## src/rtl/bp_pkg.sv

```systemverilog
// Shared types and helpers for the BHT branch predictor.
// Counter helpers take the width as an argument so one copy serves every table.
package bp_pkg;

    localparam int BP_IDX_W = 6;

    typedef struct packed {
        logic                valid;
        logic                pred_taken;
        logic [BP_IDX_W-1:0] idx;
    } fd_t;

    // Weakly-not-taken: MSB clear, all lower bits set.
    function automatic logic [31:0] ctr_reset_val(input int w);
        return (32'd1 << (w - 1)) - 32'd1;
    endfunction

    function automatic logic [31:0] sat_inc(input logic [31:0] v, input int w);
        logic [31:0] max_v;
        max_v = (w >= 32) ? '1 : ((32'd1 << w) - 32'd1);
        return (v >= max_v) ? max_v : v + 32'd1;
    endfunction

    function automatic logic [31:0] sat_dec(input logic [31:0] v, input int w);
        logic [31:0] unused_w;
        unused_w = 32'(w);
        return (v == 32'd0) ? 32'd0 : v - 32'd1;
    endfunction

endpackage

```

## src/rtl/bht_table.sv

```systemverilog
// Saturating-counter branch history table.
// One combinational read port for fetch, one training port for decode.
module bht_table
    import bp_pkg::*;
#(
    parameter int INDEX_BITS = 6,
    parameter int CTR_BITS   = 2
) (
    input  logic                  clk,
    input  logic                  reset,
    input  logic [INDEX_BITS-1:0] rd_idx,
    output logic                  rd_taken,
    input  logic                  wr_en,
    input  logic [INDEX_BITS-1:0] wr_idx,
    input  logic                  wr_taken
);

    localparam int ENTRIES = 1 << INDEX_BITS;
    localparam logic [CTR_BITS-1:0] CTR_INIT =
        CTR_BITS'(ctr_reset_val(CTR_BITS));

    logic [CTR_BITS-1:0] mem [ENTRIES];
    logic [CTR_BITS-1:0] upd;

    always_comb begin
        upd = mem[wr_idx];
        if (wr_taken)
            upd = CTR_BITS'(sat_inc(32'(mem[wr_idx]), CTR_BITS));
        else
            upd = CTR_BITS'(sat_dec(32'(mem[wr_idx]), CTR_BITS));
    end

    // Read sees the pre-edge value; a same-index write lands at the edge.
    always_ff @(posedge clk) begin
        if (reset) begin
            for (int i = 0; i < ENTRIES; i++)
                mem[i] <= CTR_INIT;
        end else if (wr_en) begin
            mem[wr_idx] <= upd;
        end
    end

    assign rd_taken = mem[rd_idx][CTR_BITS-1];

endmodule

```

## src/rtl/branch_predictor_bht.sv

```systemverilog
// Dynamic branch predictor: BHT lookup in F, resolve/train in D,
// plus saturating branch and mispredict statistics.
module branch_predictor_bht
    import bp_pkg::*;
#(
    parameter int INDEX_BITS = BP_IDX_W,
    parameter int CTR_BITS   = 2,
    parameter int STAT_BITS  = 16
) (
    input  logic                 clk,
    input  logic                 reset,
    input  logic [31:0]          pc_f,
    input  logic                 stall_d,
    input  logic                 flush_d,
    input  logic                 branch_d,
    input  logic                 taken_d,
    output logic                 predict_taken_f,
    output logic                 pred_taken_d,
    output logic                 mispredict_d,
    output logic [STAT_BITS-1:0] branch_count,
    output logic [STAT_BITS-1:0] mispredict_count
);

    logic [INDEX_BITS-1:0] idx_f;
    logic [INDEX_BITS-1:0] idx_d;
    logic                  resolve;
    logic                  unused_pc;
    fd_t                   fd_q;

    assign idx_f     = pc_f[INDEX_BITS+1:2];
    assign unused_pc = ^{pc_f[31:INDEX_BITS+2], pc_f[1:0]};

    bht_table #(
        .INDEX_BITS (INDEX_BITS),
        .CTR_BITS   (CTR_BITS)
    ) u_bht (
        .clk      (clk),
        .reset    (reset),
        .rd_idx   (idx_f),
        .rd_taken (predict_taken_f),
        .wr_en    (resolve),
        .wr_idx   (idx_d),
        .wr_taken (taken_d)
    );

    always_ff @(posedge clk) begin
        if (reset) begin
            fd_q <= '0;
        end else if (flush_d) begin
            fd_q.valid      <= 1'b0;
            fd_q.pred_taken <= 1'b0;
        end else if (!stall_d) begin
            fd_q.valid      <= 1'b1;
            fd_q.pred_taken <= predict_taken_f;
            fd_q.idx        <= BP_IDX_W'(idx_f);
        end
    end

    assign idx_d        = INDEX_BITS'(fd_q.idx);
    assign pred_taken_d = fd_q.pred_taken;

    // eq_d is not final while stalled, so nothing resolves then.
    assign resolve      = fd_q.valid & branch_d & ~stall_d;
    assign mispredict_d = resolve & (fd_q.pred_taken != taken_d);

    always_ff @(posedge clk) begin
        if (reset) begin
            branch_count     <= '0;
            mispredict_count <= '0;
        end else begin
            if (resolve)
                branch_count <= STAT_BITS'(
                    sat_inc(32'(branch_count), STAT_BITS));
            if (mispredict_d)
                mispredict_count <= STAT_BITS'(
                    sat_inc(32'(mispredict_count), STAT_BITS));
        end
    end

endmodule

```

## config.mk

```make
export PLATFORM = sky130hd
export DESIGN_NAME = branch_predictor_bht
export DESIGN_NICKNAME = d
export VERILOG_FILES = /design/src/rtl/bp_pkg.sv /design/src/rtl/bht_table.sv /design/src/rtl/branch_predictor_bht.sv
export SDC_FILE = /design/constraint.sdc
export NUM_CORES = 1
export LEC_CHECK = 0
export CORE_ASPECT_RATIO = 1.1
export CORE_MARGIN = 3
export CORE_UTILIZATION = 40
export DETAILED_ROUTE_END_ITERATION = 6
export SLEW_MARGIN = 5
export SYNTH_ARGS = -nofsm -noshare
export SYNTH_HDL_FRONTEND = slang
export SYNTH_HIERARCHICAL = 1
export SYNTH_SLANG_ARGS = --single-unit
```

## constraint.sdc

```tcl
create_clock -name clk -period 5.2 [get_ports clk]
set_input_delay 0.52 -clock clk [delete_from_list [all_inputs] [get_ports clk]]
set_output_delay 0.52 -clock clk [all_outputs]
set_load 0.05 [all_outputs]
```

==> impl_metrics.py <==
metrics = {
    "outcome": {
        "status": "completed",
    },
    "place": {
        "numPortBuffers": 46,
        "dp_cells": 1113,
        "dp_worst_setup_slack_ns": 1.09,
        "placed_cell_area_sq_um": 9530,
        "gp_congestion": 0.860,
        "place_hpwl_um": 16300,
    },
    "floorplanning": {
        "core_area_sq_um": 21700,
        "io_pins": 73,
        "die_area_sq_um": 24200,
        "die_h_um": 163,
        "die_w_um": 149,
        "start_util": 0.413,
        "row_count": 56,
    },
    "cts": {
        "path_clk_slew_ns": 0.07,
        "cts.sinks": 168,
        "numCtsBuffers": 17,
        "htree_levels": 4,
        "cts-root-buf": "clkbuf_16",
        "cts_tree": "done",
        "cts_resized": 0,
        "cts_hold_buffers": 0,
        "cts_setup_buffers": 0,
        "clock_latency_ns": 0.44,
        "clockBufferDepth": 2,
    },
    "worst_hold_path": {
        "hold-path-endpoint": "fd_q[7]",
        "hp-class": "flip-flop to flip-flop",
        "whs_path_depth": 2,
        "hold_path.startpoint": "fd_q[7]",
    },
    "sta": {
        "worst_slack_ns": 1.09,
        "finalSetupTns_ns": 0,
        "finalCriticalPeriod_ns": 4.11,
        "hold_viol_final": 0,
        "final-setup-viol-count": 0,
        "slew_violations": 0,
        "rsz0062_at_grt": "false",
        "period_share": 0.790,
        "fin_skew_ns": 0.0138,
        "slew_headroom": 0.292,
        "fmax_ghz": 0.243,
        "max_slew.worst_pin.slew_ns": 1.06,
        "whs_ns": 0.496,
    },
    "finish": {
        "antenna_cells": 0,
        "design_area_sq_um": 10100,
        "layout.cells.non_filler": 1145,
        "drive_above_1_share": 0.129,
        "area_growth_pct": 13.3,
        "final_nets": 882,
    },
    "pwr": {
        "ir_drop_mv": 0.208,
        "leakagePower_nw": 2.97,
        "powerDensity_nw_per_um2": 301,
    },
    "worst_setup_path": {
        "max_stage_delay_ns": 0.72,
        "reg2regPathDepth": 8,
        "r2r_end": "u_bht/mem[10][0]",
        "critPathCaptureType": "primary output",
        "crit_chain": "clkdlybuf4s50_1 > buf_4 > mux4_2 > mux4_2 > mux2i_1 > a21oi_1 > clkdlybuf4s50_1",
        "required_ns": 4.68,
        "reg2reg_slack_ns": 1.45,
        "cp_top_family": "buffers and inverters",
        "crit_type": "primary input to primary output",
        "r2r_start": "idx_d[1]",
        "cp_max_fo": 17,
        "crit_arrival_ns": 3.59,
        "crit_buf_inv": 3,
        "cp-start-kind": "primary input",
        "crit_slowest_cell": "clkdlybuf4s50_1",
    },
    "yosys": {
        "ys_top_cells_by_count": "edfxtp_1 (128), nand2_1 (86), nand3_1 (70)",
        "synth_edf_count": 128,
        "synth_nets": 879,
        "synth_seq_cells": 168,
        "synth_top_cell_by_area": "edfxtp_1",
        "yosysUniqueCellTypes": 65,
        "synthArstFlopShare": 0,
        "syn_area_sq_um": 8940,
        "yosysWarnings": 6,
        "yosys.area.top_type_share": 0.430,
        "ys.flop_type": "edfxtp_1",
        "synth-seq-area-share": 0.520,
        "synthCells": 839,
        "synth.most_common_cell": "edfxtp_1",
        "synth_area_leaders": "edfxtp_1 (43%), dfxtp_1 (9.0%), mux4_2 (7.3%)",
        "synth_area_per_cell_sq_um": 10.7,
    },
    "routing": {
        "drc": 0,
        "via_per_inst": 6.04,
        "wl_per_cell_um": 21.8,
        "first_iter_violations": 587,
        "drtAntennaViolNets": 0,
        "drt_pass1_iterations": 5,
        "routed_wirelength_um": 24900,
        "dr_total_vias": 6917,
    },
    "global_routing": {
        "grt_pass1_vias": 6793,
        "grt_usage": 0.211,
        "antenna_found_initial": 0,
        "grt_max_degree": 66,
        "grt_pass1_wl_um": 39100,
        "grt-ovfl-total": 0,
    },
    "run": {
        "drv_cap": 0,
    },
}
[kinds of logic (layout without fill, tap and decap cells)]
family | Yosys count | in the layout | share of synthesized area
XOR/XNOR | 18 | 18 | 0.0176
AND/OR/NAND/NOR | 344 | 344 | 0.193
multiplexers | 58 | 58 | 0.106
buffers and inverters | 97 | 113 | 0.0518
adder cells (fa/ha/maj) | 4 | 4 | 0.00518
flip-flops | 168 | 168 | 0.520
AO/OA/AOI/OAI | 150 | 150 | 0.107
[registers in the layout, summed over array words and instances (netlist names)]
register and flops:
mispredict_count 16, pred_taken_d 1, fd_q 1, idx_d 6
u_bht/mem 128, branch_count 16
[where the power goes]
| part | internal (mW) | switching, mW |
|---|---|---|
| registers | 1.46 | 0.0262 |
| clock network | 0.691 | 0.585 |
| logic | 0.0908 | 0.195 |
[worst max path at each step]
stage	from	endpoint	slack [ns]	cells past startpoint
2_1_floorplan	pc_f[2]	predict_taken_f	1.75	6
3_3_place_gp	pc_f[2]	predict_taken_f	1.09	8
3_5_place_dp	pc_f[2]	predict_taken_f	1.09	8
4_1_cts	pc_f[2]	predict_taken_f	1.08	8
5_1_grt	pc_f[2]	predict_taken_f	0.96	8
6_report	pc_f[2]	predict_taken_f	1.09	7
[per-layer routing]
| metal | track usage | wire length [um] | vias up |
|---|---|---|---|
| met5 | 0 | 0 | - |
| met4 | 0.102 | 822 | 0 |
| met3 | 0.0406 | 1820 | 46 |
| met2 | 0.343 | 12100 | 302 |
| met1 | 0.270 | 10200 | 3393 |
| li1 | - | - | 3176 |
[worst register-to-register path, stage by stage (launching register included)]
cell      delay [ns]
dfxtp_1         1.01
nor2_1          0.43
a221oi_1        0.42
o22ai_1         0.15
a211o_1         0.32
or4_1           0.52
maj3_2          0.31
buf_4           0.28
nand3_1         0.16
[placed cells by master (no fill, tap or decap), types with 9 or more instances in the layout]
cell,count
a21oi_1,26
a221oi_1,9
a22oi_1,9
buf_4,26
clkbuf_16,19
clkdlybuf4s50_1,46
dfxtp_1,39
edfxtp_1,128
mux2i_1,27
mux4_2,29
nand2_1,86
nand3_1,70
nand4_1,12
nor2_1,66
nor3_1,40
nor4_1,19
o21ai_0,44
o31ai_1,14
xnor2_1,9
xor2_1,9
[stage by stage]
step | power, mW | util
after floorplan | 1.72 | -
after global placement | 1.79 | 0.440
after detailed placement | 1.80 | 0.440
after CTS | 3.07 | 0.468
after global routing | 3.15 | 0.468
final | 3.05 | 0.468
[area by class of cell]
| cell class | count | area, sq um |
|---|---|---|
| clock inverters | 13 | 119 |
| inverters | 9 | 33.8 |
| multi-input cells | 574 | 3830 |
| fillers | 1963 | 11500 |
| repair buffers | 72 | 656 |
| well taps | 290 | 363 |
| flip-flops and latches | 168 | 4650 |
| clock buffers | 19 | 475 |
No activity file was read; power rests on OpenSTA's default activity.
